**src/rtl/bp_pkg.sv**
```systemverilog
// Shared types for the branch resolve queue.
// Entry layout, size defaults and control states.
package bp_pkg;

  localparam int BP_DEPTH = 4;
  localparam int BP_PCW   = 32;

  typedef enum logic {
    ST_RUN   = 1'b0,
    ST_FLUSH = 1'b1
  } brq_state_e;

  typedef struct packed {
    logic [BP_PCW-1:0] pc;
    logic [BP_PCW-1:0] target;
    logic              taken;
    logic              hit;
  } brq_entry_t;

endpackage

```
**src/rtl/brq_storage.sv**
```systemverilog
// Prediction entry array for the branch resolve queue.
// One write port, one asynchronous read port, no reset.
module brq_storage
  import bp_pkg::*;
#(
  parameter int DEPTH = BP_DEPTH
) (
  input  logic                     clk,
  input  logic                     we_i,
  input  logic [$clog2(DEPTH)-1:0] waddr_i,
  input  brq_entry_t               wdata_i,
  input  logic [$clog2(DEPTH)-1:0] raddr_i,
  output brq_entry_t               rdata_o
);

  brq_entry_t mem_q [DEPTH];

  // Write the pushed prediction into its slot.
  always_ff @(posedge clk) begin
    if (we_i) mem_q[waddr_i] <= wdata_i;
  end

  assign rdata_o = mem_q[raddr_i];

endmodule

```
**src/rtl/branch_resolve_queue.sv**
```systemverilog
// In-order queue of fetch predictions checked against EX.
// Raises a one-cycle flush on mispredict and trains the BP.
module branch_resolve_queue
  import bp_pkg::*;
#(
  parameter int DEPTH = BP_DEPTH,
  parameter int PCW   = BP_PCW
) (
  input  logic                   clk,
  input  logic                   rst,
  input  logic                   push_valid,
  input  logic [PCW-1:0]         push_pc,
  input  logic [PCW-1:0]         push_target,
  input  logic                   push_taken,
  input  logic                   push_hit,
  output logic                   push_ready,
  input  logic                   res_valid,
  input  logic                   res_is_branch,
  input  logic                   res_taken,
  input  logic [PCW-1:0]         res_target,
  output logic                   flush,
  output logic [PCW-1:0]         flush_pc,
  output logic                   upd_valid,
  output logic [PCW-1:0]         upd_pc,
  output logic                   upd_taken,
  output logic [PCW-1:0]         upd_target,
  output logic [$clog2(DEPTH):0] count,
  output logic [15:0]            mispredict_cnt,
  output logic                   underflow_err
);

  localparam int AW = $clog2(DEPTH);
  localparam int CW = AW + 1;

  brq_state_e      state_q;
  logic [AW-1:0]   wr_ptr_q, rd_ptr_q;
  logic [CW-1:0]   count_q;
  logic            flush_q, upd_valid_q, upd_taken_q;
  logic [PCW-1:0]  flush_pc_q, upd_pc_q, upd_target_q;
  logic [15:0]     mis_cnt_q;
  logic            uflow_q;

  brq_entry_t      wr_entry, head;
  logic            push_ok, pop, uflow_d, mis, mispred;
  logic [PCW-1:0]  flush_pc_d;
  logic            unused_hit;

  assign push_ready = (count_q < CW'(DEPTH)) && (state_q == ST_RUN);
  assign push_ok    = push_valid && push_ready;

  assign wr_entry.pc     = push_pc;
  assign wr_entry.target = push_target;
  assign wr_entry.taken  = push_taken;
  assign wr_entry.hit    = push_hit;

  brq_storage #(.DEPTH(DEPTH)) u_storage (
    .clk     (clk),
    .we_i    (push_ok),
    .waddr_i (wr_ptr_q),
    .wdata_i (wr_entry),
    .raddr_i (rd_ptr_q),
    .rdata_o (head)
  );

  assign unused_hit = head.hit;

  // Compare the head prediction with the EX outcome.
  always_comb begin
    pop        = 1'b0;
    uflow_d    = 1'b0;
    mis        = 1'b0;
    flush_pc_d = head.pc + PCW'(4);
    if (state_q == ST_RUN && res_valid) begin
      pop     = (count_q != '0);
      uflow_d = (count_q == '0);
    end
    unique case (1'b1)
      res_is_branch:
        mis = (res_taken != head.taken) ||
              (res_taken && (res_target != head.target));
      default:
        mis = head.taken;
    endcase
    if (res_is_branch && res_taken) flush_pc_d = res_target;
    mispred = pop && mis;
  end

  // Control FSM, queue pointers and registered outputs.
  always_ff @(posedge clk or negedge rst) begin
    if (!rst) begin
      state_q      <= ST_RUN;
      wr_ptr_q     <= '0;
      rd_ptr_q     <= '0;
      count_q      <= '0;
      flush_q      <= 1'b0;
      flush_pc_q   <= '0;
      upd_valid_q  <= 1'b0;
      upd_pc_q     <= '0;
      upd_taken_q  <= 1'b0;
      upd_target_q <= '0;
      mis_cnt_q    <= '0;
      uflow_q      <= 1'b0;
    end else begin
      flush_q     <= 1'b0;
      upd_valid_q <= 1'b0;
      unique case (state_q)
        ST_RUN: begin
          if (uflow_d) uflow_q <= 1'b1;
          if (pop && res_is_branch) begin
            upd_valid_q  <= 1'b1;
            upd_pc_q     <= head.pc;
            upd_taken_q  <= res_taken;
            upd_target_q <= res_target;
          end
          if (mispred) begin
            state_q    <= ST_FLUSH;
            flush_q    <= 1'b1;
            flush_pc_q <= flush_pc_d;
            wr_ptr_q   <= '0;
            rd_ptr_q   <= '0;
            count_q    <= '0;
            if (mis_cnt_q != 16'hFFFF)
              mis_cnt_q <= mis_cnt_q + 16'd1;
          end else begin
            wr_ptr_q <= wr_ptr_q + AW'(push_ok);
            rd_ptr_q <= rd_ptr_q + AW'(pop);
            count_q  <= count_q + CW'(push_ok) - CW'(pop);
          end
        end
        ST_FLUSH: state_q <= ST_RUN;
        default:  state_q <= ST_RUN;
      endcase
    end
  end

  assign flush          = flush_q;
  assign flush_pc       = flush_pc_q;
  assign upd_valid      = upd_valid_q;
  assign upd_pc         = upd_pc_q;
  assign upd_taken      = upd_taken_q;
  assign upd_target     = upd_target_q;
  assign count          = count_q;
  assign mispredict_cnt = mis_cnt_q;
  assign underflow_err  = uflow_q;

endmodule

```
**config.mk**
```make
export PLATFORM = sky130hd
export DESIGN_NAME = branch_resolve_queue
export DESIGN_NICKNAME = d
export VERILOG_FILES = /design/src/rtl/bp_pkg.sv /design/src/rtl/brq_storage.sv /design/src/rtl/branch_resolve_queue.sv
export SDC_FILE = /design/constraint.sdc
export NUM_CORES = 1
export LEC_CHECK = 0
export CORE_ASPECT_RATIO = 2
export CORE_MARGIN = 2
export CORE_UTILIZATION = 55
export CTS_CLUSTER_DIAMETER = 80
export DETAILED_ROUTE_END_ITERATION = 8
export GPL_TIMING_DRIVEN = 0
export HOLD_SLACK_MARGIN = 0.15
export PLACE_DENSITY = 0.82
export REMOVE_ABC_BUFFERS = 1
export SYNTH_ARGS = -nofsm -noshare
export SYNTH_HDL_FRONTEND = slang
export SYNTH_SLANG_ARGS = --single-unit
```
**constraint.sdc**
```tcl
create_clock -name clk -period 17.2 [get_ports clk]
set_input_delay 3.44 -clock clk [delete_from_list [all_inputs] [get_ports clk]]
set_output_delay 3.44 -clock clk [all_outputs]
set_load 0.005 [all_outputs]
```
# After elaboration in Yosys (flattened, before gate mapping)
# Memories as Yosys holds them, arrays and structs flattened.
# Index checks and enable logic that the tools add are counted.
# W data, S select, Z words.
op_classes:
  addsub: 6
  magnitude_cmp: 1
  n_eq_ne: 3
  muxes: 14
  bitwise: 1
  reduce_logical: 14
ops:
  columns: ["operator", "n"]
  rows:
  - ["$add A32 B3 Y32 const B", 1]
  - ["$mux W32", 1]
  - ["$ne A32 B32 Y1", 1]
  - ["$add A16 B1 Y16 const B", 1]
  - ["$ne A16 B16 Y1 const B", 1]
  - ["$mux W1", 9]
  - ["$logic_and A1 B1 Y1", 7]
  - ["$reduce_and A2 Y1", 3]
  - ["$add A2 B1 Y2", 2]
  - ["$mux W2", 2]
  - ["$add A3 B1 Y3", 1]
  - ["$logic_not A3 Y1", 1]
  - ["$lt A3 B3 Y1 const B", 1]
  - ["$mux W3", 1]
  - ["$reduce_and A3 Y1", 1]
  - ["$reduce_bool A3 Y1", 1]
  - ["$sub A3 B1 Y3", 1]
  - ["$pmux W1 S2", 1]
  - ["$logic_or A1 B1 Y1", 1]
  - ["$ne A1 B1 Y1", 1]
  - ["$not A1 Y1", 1]
word_totals:
  reg_bits: 124
  ram_bits: 264
  output_inout_bits: 120
  wordCells: 52
  mem_count: 1
memory_table:
  columns: ["name", "words", "width", "read_ports", "rd_ports_with_merged_regs", "wr", "line_no", "text"]
  rows:
  - ["u_storage.mem_q", 4, 66, 1, 0, 1, "brq_storage.sv:16", "brq_entry_t mem_q [DEPTH];"]

# Logic depth before layout (Yosys ltp)
# An unclocked memory read counts as a cell.
logic_depth:
  depth_word: 8
  ltp_mapped: 11
  mapped_depth_nobuf: 10

# Hierarchy
# From an unflattened synthesis, not the netlist that was laid out.
hier_totals:
  cells_unflattened: 880
  area_unflattened_um2: 15869.0
modules_own_cells:
  columns: ["module", "instances", "cells_per_inst", "area_per_inst_um2"]
  rows:
  - ["brq_storage", 1, 348, 9549.2]
  - ["branch_resolve_queue", 1, 532, 6319.8]

# Worst setup path before layout
# Ideal clock, no wire load.
synth_timing:
  path_type: "input to register"
  startpoint: "in push_valid"
  endpoint: "mem u_storage.mem_q[1][10] (netlist name), enable pin"
  setup_time_ns: 0.582
  arrival_ns: 8.344
  setup_slack_ns: 8.275
  cell_stages: 2
  path_buffers: 0
  cell_sequence: "nand2_1 nor3b_1"
synth_via:
  elab_chain_len: 3
synth_rtl:
  columns: ["element", "line_no", "text"]
  rows:
  - ["start: declaration", "branch_resolve_queue.sv:11", "input logic push_valid,"]
  - ["$logic_and A1 B1 Y1", "branch_resolve_queue.sv:49", "assign push_ok = push_valid && push_ready;"]
  - ["$mux W1", "brq_storage.sv:20", "if (we_i) mem_q[waddr_i] <= wdata_i;"]
  - ["$mux W1 (not written as such)", "brq_storage.sv:20", null]
  - ["end: declaration", "brq_storage.sv:16", null]
# No other way between the ends.

# Worst setup path after layout
layout_timing:
  startpoint: "in res_target[16]"
  endpoint: "reg flush_pc_q[31], in the netlist flush_pc[31]"
layout_via:
  elab_chain_len: 6
layout_rtl:
  columns: ["element", "line_no", "text"]
  rows:
  - ["start: declaration", "branch_resolve_queue.sv:20", "input logic [PCW-1:0] res_target,"]
  - ["$ne A32 B32 Y1", "branch_resolve_queue.sv:80", "(res_taken && (res_target != head.target));"]
  - ["$logic_and A1 B1 Y1", "branch_resolve_queue.sv:80", null]
  - ["$logic_or A1 B1 Y1", "branch_resolve_queue.sv:79", "mis = (res_taken != head.taken) ||"]
  - ["$mux W1", "branch_resolve_queue.sv:77", "unique case (1'b1)"]
  - ["$logic_and A1 B1 Y1", "branch_resolve_queue.sv:85", "mispred = pop && mis;"]
  - ["$reduce_and A2 Y1 (no source line)", null, null]
  - ["end signal: assignment", "branch_resolve_queue.sv:118", "flush_pc_q <= flush_pc_d;"]
  - ["end: declaration", "branch_resolve_queue.sv:39", "logic [PCW-1:0] flush_pc_q, upd_pc_q, upd_target_q;"]
# No other way between the ends.
# A chain may end at the register's enable or synchronous reset.

==> metrics.txt <==
outcome=completed; core area=about 28000 sq um; insertion delay to the later sink of the worst-skew pair=between 500 and 600 ps; CTS Sinks=around 380; Worst EP required=17600 ps; Die Wd=roughly 120 um; HP Start=underflow_err$_DFFE_PN0P_; syn_area_per_cell=roughly 18 sq um; first-pass GRT wire length=around 55000 um; reg2reg start=rd_ptr_q[0]$_DFFE_PN0N_; Post-synth ARST share=0.321; Synth cell types=47; Post-CTS Resized=0; Wirelength per Cell=23.9 um; Final Critical Period=approximately 6100 ps; vias in the first global route=between 9000 and 10000; largest net degree at the start of global routing=73; Via density=5.77; Worst-Margin Slew=about 870 ps; drt total wl=between 30000 and 40000 um; initial antenna violation count=2; DP Cell Count=between 1000 and 1500; most frequent cells in the layout=edfxtp_1 (260), clkdlybuf4s50_1 (221), dfrtp_1 (121); fmax=about 170 MHz; Slew Viols, Final=0; Seq cells post-synth=about 380; dominant synthesized flop cell=edfxtp_1; DIE AREA=approximately 30000 sq um; Root Buffer=clkbuf_16; CP startpoint=res_target[16]; maximum vdd drop=roughly 0.13 mV; crit path launch type=primary input; commonest non-fill, non-tap cell in the layout=edfxtp_1; Final GP Congestion=~0.75; RSZ-0062 raised after global routing=false; via count=between 8000 and 9000; Setup-failing EPs final=0; area growth from synthesis to layout=26.0%; cts hold-fix bufs=0; Initial DRT Pass Iterations=5; max cap viols=0; dpl hpwl=between 20000 and 30000 um; Final nets=between 1000 and 1500; crit share post-route=0.352; post-CTS setup buffers=0; setup_tns=0 ps; crit path kind=in2reg; TritonCTS clock tree=yes; pwr dens=162 nW/um^2; Post-synth EDFFs=between 200 and 300; WP data arrival=approximately 6500 ps; Crit. End Element=flop; total leakage power=roughly 7.0 nW; Initial Util=0.557; Hold Fails Final Rpt=0; Slew HR=0.417; CTS Buf Count=34; Final Non-Filler Cells=1510; I/O pin cnt=between 200 and 250; Synth Cell Area=between 15000 and 20000 sq um; H-tree levels=2; GRT Total Usage=0.250; layout cell share with drive strength beyond 1=0.196; Initial DRC Count=about 530; CTS Buffer Depth=3; Seq/Total Area, Yosys=0.696; yosys warns=0; drt drc=0; final core utilization=0.701; Cells after Synth=slightly below 900; # rows=between 80 and 90; Hold Crit Class=reg2reg; grt ovf=0; crit-path max FO=35; Die Span Y=between 200 and 250 um; port buffer count=222; Fin Clk Skew=22.8 ps; Clk pin slew, worst setup/hold paths=~70 ps; Antenna Violating Nets Remaining=0
-- per-layer routing --
layer	up-vias	track usage	routed length, um
met4	0	0.0932	1090
met1	4527	0.280	12600
met2	241	0.468	20800
met5	-	0	0
li1	3878	-	-
met3	70	0.0341	1490
-- Yosys cell counts (2+ instances only) --
cell type  instances  share of area
a21oi_1           34          0.011
a22o_1             4         0.0022
a31oi_1            3         0.0012
and2_1             4         0.0016
and3_1            15         0.0060
and4_1             5         0.0028
buf_1              8         0.0019
buf_12             2         0.0026
buf_2             10         0.0032
buf_6              6         0.0043
clkbuf_1          10         0.0024
dfrtp_1          123           0.20
edfxtp_1         260           0.50
ha_1               6         0.0048
inv_1              9         0.0022
mux2_1            23          0.017
mux2_2            69          0.050
mux2i_1            9         0.0058
mux4_1             6          0.010
mux4_2            57          0.082
nand2_1           20         0.0048
nand3_1           25         0.0080
nand4_1           15         0.0060
nor2_1            37         0.0089
nor2b_1            7         0.0028
nor3_1             6         0.0019
nor3b_1            4         0.0019
o21ai_0            2        0.00064
or3_1              2        0.00080
xnor2_1           61          0.034
xor2_1            19          0.011
-- area by class of cell --
| cell class | instances | area [sq um] |
|---|---|---|
| antenna | 2 | 5.00 |
| clock buffer | 51 | 1060 |
| clock inverter | 11 | 133 |
| fill | 1816 | 8390 |
| inverter | 10 | 37.5 |
| multi-input combinational | 448 | 4510 |
| sequential | 383 | 10900 |
| tap | 356 | 445 |
| timing repair buffer | 249 | 2610 |
-- cells by family (layout without fill, tap and decap cells) --
kind of cell / Yosys count / in the layout / synth area share
flip-flops: 383 / 383 / 0.696
XOR/XNOR: 80 / 80 / 0.0448
AND/OR/NAND/NOR: 149 / 149 / 0.0526
AO/OA/AOI/OAI: 48 / 48 / 0.0190
adder cells (fa/ha/maj): 7 / 7 / 0.00608
multiplexers: 164 / 164 / 0.164
other: 0 / 2 / 0
buffers and inverters: 46 / 321 / 0.0168
-- critical path, cell delays in order --
cell,delay [ps]
clkdlybuf4s50_1,650
xnor2_1,300
nand3_1,110
nor3_1,560
nand3_4,370
nand2_4,610
mux2_2,400
-- report_power, final --
group	switching, mW	internal [mW]
Combinational	0.442	0.605
Clock	0.329	0.472
Sequential	0.138	1.21
Total	0.909	2.29
-- metrics by stage --
stage | hold slack, ps | total power [mW] | worst slack, ps | area [sq um]
3_3_place_gp | 451 | 2.39 | 3790 | 18100
3_5_place_dp | 462 | 2.42 | 10460 | 18500
2_1_floorplan | 466 | 1.91 | 8270 | 15400
5_1_grt | 495 | 3.35 | 11010 | 19700
4_1_cts | 477 | 3.23 | 11010 | 19700
6_report | 475 | 3.20 | 11140 | 19700
-- registers in the layout, summed over array words and instances (netlist names) --
name	count
u_storage.mem_q	260
flush_pc	32
upd_pc	32
upd_target	32
mispredict_cnt	16
count	3
rd_ptr_q	2
wr_ptr_q	2
flush	1
underflow_err	1
upd_taken	1
upd_valid	1
-- final timing paths --
check	slack, ps	to	cells after the start
max reg2reg	12950	flush_pc[31]$_DFFE_PN0P_	8
max in group asynchronous	13520	rd_ptr_q[0]$_DFFE_PN0N_	2
min reg2reg	470	underflow_err$_DFFE_PN0P_	1
min	470	underflow_err$_DFFE_PN0P_	1
max	11140	flush_pc[31]$_DFFE_PN0P_	7
min in group asynchronous	2880	upd_pc[8]$_DFFE_PN0P_	1
No activity file was read; power rests on OpenSTA's default activity.
